**src/rtl/clock_pkg.sv**
```systemverilog
// Shared alarm-clock definitions: entry FSM states, BCD time limits and the midnight value.
package clock_pkg;

    typedef enum logic [1:0] {
        ST_IDLE,
        ST_ENTRY,
        ST_COMMIT
    } state_t;

    localparam logic [3:0]  MAX_H1       = 4'd2;
    localparam logic [3:0]  MAX_H0_AT_20 = 4'd3;
    localparam logic [3:0]  MAX_M1       = 4'd5;
    localparam logic [3:0]  MAX_DIGIT    = 4'd9;
    localparam logic [15:0] MIDNIGHT     = 16'h0000;

endpackage

```
**src/rtl/bcd_time_check.sv**
```systemverilog
// Combinational HH:MM validity check on a packed BCD word {H1,H0,M1,M0}.
module bcd_time_check
    import clock_pkg::*;
(
    input  logic [15:0] bcd_i,
    output logic        valid_o
);

    logic [3:0] h1, h0, m1, m0;
    logic       hours_ok, mins_ok;

    assign h1 = bcd_i[15:12];
    assign h0 = bcd_i[11:8];
    assign m1 = bcd_i[7:4];
    assign m0 = bcd_i[3:0];

    // 20-23 is the only tens-of-hours value that narrows the units digit
    assign hours_ok = (h1 <= MAX_H1) && (h0 <= MAX_DIGIT) &&
                      ((h1 != MAX_H1) || (h0 <= MAX_H0_AT_20));
    assign mins_ok  = (m1 <= MAX_M1) && (m0 <= MAX_DIGIT);
    assign valid_o  = hours_ok && mins_ok;

endmodule

```
**src/rtl/time_entry_loader.sv**
```systemverilog
// Keypad HH:MM entry buffer with range check; issues one-cycle time/alarm load strobes.
module time_entry_loader
    import clock_pkg::*;
#(
    parameter int TIMEOUT_SEC = 10
) (
    input  logic        clk,
    input  logic        reset,
    input  logic        one_second,
    input  logic [3:0]  key,
    input  logic        key_valid,
    input  logic        time_button,
    input  logic        alarm_button,
    input  logic        clear_button,
    output logic [15:0] key_buffer,
    output logic [15:0] set_data,
    output logic        load_time,
    output logic        load_alarm,
    output logic        entry_active,
    output logic        entry_error
);

    localparam logic [3:0] TIMEOUT_LIM = TIMEOUT_SEC[3:0];

    state_t      state_q;
    logic [15:0] buf_q;
    logic [15:0] set_data_q;
    logic [2:0]  digits_q;
    logic [3:0]  tmo_q;
    logic        tgt_alarm_q;
    logic        load_time_q, load_alarm_q, active_q, error_q;

    logic [15:0] shift_d;
    logic [3:0]  tmo_d;
    logic        key_legal, time_ok;

    assign key_legal = key_valid && (key <= MAX_DIGIT);
    assign shift_d   = {buf_q[11:0], key};
    assign tmo_d     = tmo_q + 4'd1;

    bcd_time_check u_check (
        .bcd_i   (buf_q),
        .valid_o (time_ok)
    );

    always_ff @(posedge clk) begin
        if (reset) begin
            state_q      <= ST_IDLE;
            buf_q        <= MIDNIGHT;
            set_data_q   <= MIDNIGHT;
            digits_q     <= 3'd0;
            tmo_q        <= 4'd0;
            tgt_alarm_q  <= 1'b0;
            load_time_q  <= 1'b0;
            load_alarm_q <= 1'b0;
            active_q     <= 1'b0;
            error_q      <= 1'b0;
        end else begin
            load_time_q  <= 1'b0;
            load_alarm_q <= 1'b0;
            error_q      <= 1'b0;
            case (state_q)
                ST_IDLE: begin
                    if (key_legal) begin
                        state_q  <= ST_ENTRY;
                        buf_q    <= {12'h000, key};
                        digits_q <= 3'd1;
                        tmo_q    <= 4'd0;
                        active_q <= 1'b1;
                    end
                end
                ST_ENTRY: begin
                    // Any exit back to IDLE drops the partial entry
                    if (clear_button) begin
                        state_q  <= ST_IDLE;
                        buf_q    <= MIDNIGHT;
                        digits_q <= 3'd0;
                        tmo_q    <= 4'd0;
                        active_q <= 1'b0;
                    end else if (time_button || alarm_button) begin
                        active_q <= 1'b0;
                        tmo_q    <= 4'd0;
                        if ((digits_q == 3'd4) && time_ok) begin
                            state_q     <= ST_COMMIT;
                            tgt_alarm_q <= !time_button;
                        end else begin
                            state_q  <= ST_IDLE;
                            buf_q    <= MIDNIGHT;
                            digits_q <= 3'd0;
                            error_q  <= 1'b1;
                        end
                    end else if (key_legal) begin
                        buf_q    <= shift_d;
                        digits_q <= (digits_q == 3'd4) ? 3'd4 : digits_q + 3'd1;
                        tmo_q    <= 4'd0;
                    end else if (one_second) begin
                        if (tmo_d == TIMEOUT_LIM) begin
                            state_q  <= ST_IDLE;
                            buf_q    <= MIDNIGHT;
                            digits_q <= 3'd0;
                            tmo_q    <= 4'd0;
                            active_q <= 1'b0;
                        end else begin
                            tmo_q <= tmo_d;
                        end
                    end
                end
                ST_COMMIT: begin
                    set_data_q   <= buf_q;
                    load_time_q  <= !tgt_alarm_q;
                    load_alarm_q <= tgt_alarm_q;
                    buf_q        <= MIDNIGHT;
                    digits_q     <= 3'd0;
                    state_q      <= ST_IDLE;
                end
                default: begin
                    state_q  <= ST_IDLE;
                    buf_q    <= MIDNIGHT;
                    digits_q <= 3'd0;
                    tmo_q    <= 4'd0;
                    active_q <= 1'b0;
                end
            endcase
        end
    end

    assign key_buffer   = buf_q;
    assign set_data     = set_data_q;
    assign load_time    = load_time_q;
    assign load_alarm   = load_alarm_q;
    assign entry_active = active_q;
    assign entry_error  = error_q;

endmodule

```
**config.mk**
```make
export PLATFORM = sky130hd
export DESIGN_NAME = time_entry_loader
export DESIGN_NICKNAME = d
export VERILOG_FILES = /design/src/rtl/clock_pkg.sv /design/src/rtl/bcd_time_check.sv /design/src/rtl/time_entry_loader.sv
export SDC_FILE = /design/constraint.sdc
export NUM_CORES = 1
export LEC_CHECK = 0
export CAP_MARGIN = 20
export CELL_PAD_IN_SITES_DETAIL_PLACEMENT = 2
export CELL_PAD_IN_SITES_GLOBAL_PLACEMENT = 2
export CORE_MARGIN = 10
export CORE_UTILIZATION = 26
export CTS_CLUSTER_DIAMETER = 100
export DETAILED_ROUTE_END_ITERATION = 8
export PLACE_DENSITY = 0.84
export SYNTH_ARGS = -nofsm -noshare
export SYNTH_HDL_FRONTEND = slang
export SYNTH_SLANG_ARGS = --single-unit
```
**constraint.sdc**
```tcl
create_clock -name clk -period 2 [get_ports clk]
set_input_delay 0.3 -clock clk [delete_from_list [all_inputs] [get_ports clk]]
set_output_delay 0.3 -clock clk [all_outputs]
set_load 0.02 [all_outputs]
```
-- After elaboration in Yosys (flattened, before gate mapping)
Index checks and enable logic that the tools add are counted.
Widths: inputs -> output; s select.
- register bits after elaboration: 46
- input port bits: 11
- output and inout bits: 36
- word-level logic and storage cells: 92
- add/subtract/negate cells: 2
- $lt $le $gt $ge: 6
- equal/unequal tests: 12
- multiplexer cells: 40
- bitwise logic cells: 4
- reduce and logical (&&, ||, !) cells: 18
- operator list (kind ; number):
    $mux 16 ; 7
    $pmux 16 s2 ; 1
    $mux 3 ; 8
    $mux 4 ; 6
    $ne 4x4->1 const B ; 4
    $mux 2 ; 7
    $le 4x4->1 const B ; 3
    $pmux 4 s3 ; 1
    $reduce_and 4->1 ; 3
    $ne 5x5->1 const B ; 2
    $le 4x2->1 const B ; 2
    $mux 1 ; 7
    $logic_and 1x1->1 ; 6
    $pmux 3 s2 ; 1
    $reduce_and 5->1 ; 1
    $add 4x1->4 const B ; 1
    $eq 4x4->1 const B ; 1
    $le 4x3->1 const B ; 1
    $ne 4x2->1 const B ; 1
    $not 1->1 ; 4
    $pmux 2 s2 ; 1
    $reduce_or 4->1 ; 1
    $add 3x1->3 const B ; 1
    $eq 3x3->1 const B ; 1
    9 further kinds ; 11

-- Longest topological paths before layout
- depth after elaboration: 9
- mapped depth: 7

-- By module
From an unflattened synthesis, not the netlist that was laid out.
- cells, all modules: 215
- area total of the unflattened synthesis: 1924.3 sq um
- by module, submodules not included (module ; instances ; cells an instance ; area an instance (sq um) ; sequential area each (sq um)):
    time_entry_loader ; 1 ; 209 ; 1881.8 ; 920.9
    bcd_time_check ; 1 ; 6 ; 42.5 ; 0.0

-- Worst setup path before layout
OpenSTA, ideal clock, no wires.
- kind: register -> register
- from: register state_q[0]
- to: register digits_q[1]
- setup time: 0.060 ns
- arrival: 2.079 ns
- required time: 1.940 ns
- path slack: -0.138 ns
- stages on the path, launching flop included: 7
- clock period less this slack: 2.138 ns
- cell sequence: dfxtp_1 > inv_2 > or4_4 > or4_4 > a31oi_4 > buf_6 > a22o_1
- cells in the longest elaborated chain, start to end: 3
- elaborated cells on any way between the ends: 8
- ends and longest elaborated chain (what ; line ; text):
    start: declaration ; time_entry_loader.sv:25 ; state_t state_q;
    start signal: assignment ; time_entry_loader.sv:48 ; state_q <= ST_IDLE;
    start signal: assignment ; time_entry_loader.sv:65 ; state_q <= ST_ENTRY;
    start signal: assignment ; time_entry_loader.sv:75 ; state_q <= ST_IDLE;
    $eq 2x1->1 / $logic_not 2->1 (equally long branches) ; time_entry_loader.sv:62 ; case (state_q)
    $ne 5x5->1 (no line) (tied with other cells) ; n/a ;
    $reduce_and 4->1 (no line) ; n/a ;
    end signal: assignment ; time_entry_loader.sv:94 ; digits_q <= (digits_q == 3'd4) ? 3'd4 : digits_q + 3'd1;
    end: declaration ; time_entry_loader.sv:28 ; logic [2:0] digits_q;
Parallel ways exist; a longest one is shown, timed or not.
A chain may end at the register's enable or synchronous reset.

-- Final worst setup path
- from: register state_q[0]
- to: register digits_q[2]
Same word-level chain as after synthesis.

==> summary.txt <==
Outcome = finished with violations
Failing checks = setup timing
CTS tree = yes
Num Clock Sinks = 46
FFs w/ async S/R, synth = 0%
Leading register cell type out of synthesis = dfxtp_1
Netlist cell types = 44
Largest net degree at the start of global routing = 18
Detailed Route WL = 8130 um
Top-Level Pins = 47
# DRC = 0
Endpoints failing hold = 0
Cell with the most instances after synthesis = nand2_1
Unrepaired setup endpoints after global routing = true
Final setup fails = 15
IO buf count = 46
Final period utilization = 104%
Placed Cells = 389
Initial DRC count = 94
Fin. max-slew vios = 0
Worst hold-check path type = flop to flop
CTS H-tree depth = 2
Crit end category = flop
Number of synthesized flops with an enable pin = 0
First-pass GRT wire length = 13300 um
Sequential-to-total area share from yosys stat = 47.7%
Worst Hold Path Cells = 1
Crit Path Class = flop to flop
Hold Path Origin = state_q[1]$_SDFFE_PP0P_
Final net count = 318
Min-Delay Endpoint = state_q[1]$_SDFFE_PP0P_
Post-Syn Area = 1930 um^2
Vias in the first global route = 2323
Final Util = 40.7%
Fillers = 808
Worst-Margin Slew = 0.717 ns
Layout cell share with drive strength beyond 1 = 23.4%
Commonest cells in the netlist = nand2_1 (52), dfxtp_1 (46), a21oi_1 (24)
Clock slew at reported path FFs = 0.09 ns
Vias per cell = 4.98
Cell area power density = 601 nW/um^2
Final WS setup = -0.0722 ns
Critical path launch point type = flop
Worst Clk Skew = 0.00777 ns
DP HPWL = 5580 um
Critical path arrival = 2.32 ns
Final hold slack = 0.453 ns
Max frequency = 483 MHz
Worst path required time = 2.25 ns
R2R cell count = 6
Die height = 106 um
P&R area growth vs syn = 52.9%
FF-to-FF setup slack = -0.07 ns
Gr ovfl total = 0
# rows = 31
Final min period = 2.07 ns
Worst relative slew slack = 52.1%
Static Leak = 1.06 nW
Area contributors post-synth = dfxtp_1 (48%), nand2_1 (10%), a22o_1 (6.4%)
Synth warn = 0
Syn_nets = 233
Non-Filler Instances = 403
Max rail drop VDD = 220 uV
Core Box Area = 7250 um^2
Worst r2r src = state_q[0]$_SDFFE_PP0P_
Post-DRT Antenna Nets = 0
Flops & latches, synth = 46
CTS Buf Count = 5
Clock buffer depth = 2
DR pass1 iterations = 4
Synth area leader = dfxtp_1
Total Power = 1.77 mW
Post-DR wirelength/cell = 20.2 um
Antenna cells = 0
CP Max Fanout = 7
Synth Area per Inst = 8.85 um^2
Initial antenna violation count = 0
Die width = 106 um
Root Buffer = clkbuf_8
Die Area = 11300 um^2
Worst skew pair latency = 0.32 ns
Max_cap viols = 0
Starting Density = 26.6%
Post-Synthesis Cells = 218
All-Layer GR Usage = 14.7%
Worst R2R End = digits_q[2]$_SDFFE_PP0P_
Via count = 2007
Synth top area share = 47.7%
Final Wtd Congestion = 0.766
==> metrics by stage <==
stage,area [um^2],worst slack (ns),setup TNS (ns)
floorplan,1950,-0.0369,-0.289
global placement,2760,-0.376,-8.09
detailed placement,2760,-0.444,-9.56
CTS,2940,-0.0292,-0.111
global route,2950,-0.120,-1.15
finish,2950,-0.0722,-0.370
==> cell families (layout without fill, tap and decap cells) <==
family / count (synthesis) / after routing / share of synthesized area, %
buffers and inverters: 15 / 101 / 3.76
multiplexers: 5 / 5 / 2.66
adder cells (fa/ha/maj): 4 / 4 / 2.59
flip-flops: 46 / 46 / 47.7
AO/OA/AOI/OAI: 58 / 58 / 21.5
AND/OR/NAND/NOR: 90 / 90 / 21.7
==> worst max-delay path by stage <==
stage	from	end	slack (ns)
floorplan	state_q[0]$_SDFFE_PP0P_	digits_q[0]$_SDFFE_PP0P_	-0.04
global placement	clear_button	key_buffer[8]$_SDFFE_PP0P_	-0.38
detailed placement	clear_button	key_buffer[13]$_SDFFE_PP0P_	-0.44
CTS	state_q[1]$_SDFFE_PP0P_	key_buffer[13]$_SDFFE_PP0P_	-0.03
global route	state_q[0]$_SDFFE_PP0P_	digits_q[2]$_SDFFE_PP0P_	-0.12
finish	state_q[0]$_SDFFE_PP0P_	digits_q[2]$_SDFFE_PP0P_	-0.07
==> critical path: stages (launching register included) <==
cell	delay [ns]
dfxtp_4	0.37
inv_4	0.03
or4_4	0.49
or4_4	0.56
a31oi_4	0.21
buf_6	0.17
a22o_1	0.17
==> cell usage in the layout (no fill, tap or decap), drive strengths merged, types with 3 or more instances in the layout <==
cell	instances
inv	6
buf	42
o21ai	5
clkbuf	5
mux2i	4
a21oi	24
dfxtp	46
a31oi	3
nand2	52
or4	4
nor3	9
clkdlybuf4s50	43
nand4	3
ha	4
a22o	14
nor2	10
==> flip-flops by register name, summed over array words and instances, names as in the netlist, 2 cells and up <==
name,count
set_data,16
tmo_q,4
digits_q,3
state_q,2
key_buffer,16
==> layout make-up <==
class                      instances  area, um^2  area share, %
timing repair buffer              88         782           26.5
tap                               99         124           4.20
clock inverter                     3        23.8          0.806
clock buffer                       5        68.8           2.33
sequential                        46         930           31.5
multi-input combinational        157        1000           33.9
inverter                           5        21.3          0.721
==> what timing repair did <==
action / CTS / global route
endpoints found under the setup margin: 22 / 21
pin swaps: 17 / 8
gates resized for setup: 13 / 10
hold buffers: 0 / 0
buffers inserted: 6 / 1
gates cloned: 1 / 0
==> metal layers <==
layer  up-vias  GRT usage [%]  routed length [um]  share of wire, %
li1        949              -                   -                 -
met1      1005           15.5                3250                40
met2        43           27.7                4370                54
met3        10           4.17                 358               4.4
met4         0           4.26                 149               1.8
met5         -              0                   0                 0
==> power by group <==
| part | leakage (nW) | internal (mW) | switching [mW] |
|---|---|---|---|
| Combinational | 0.643 | 0.107 | 0.116 |
| Sequential | 0.374 | 0.925 | 0.0101 |
| Clock | 0.0408 | 0.251 | 0.365 |
Power figures use the tool's default switching activity.
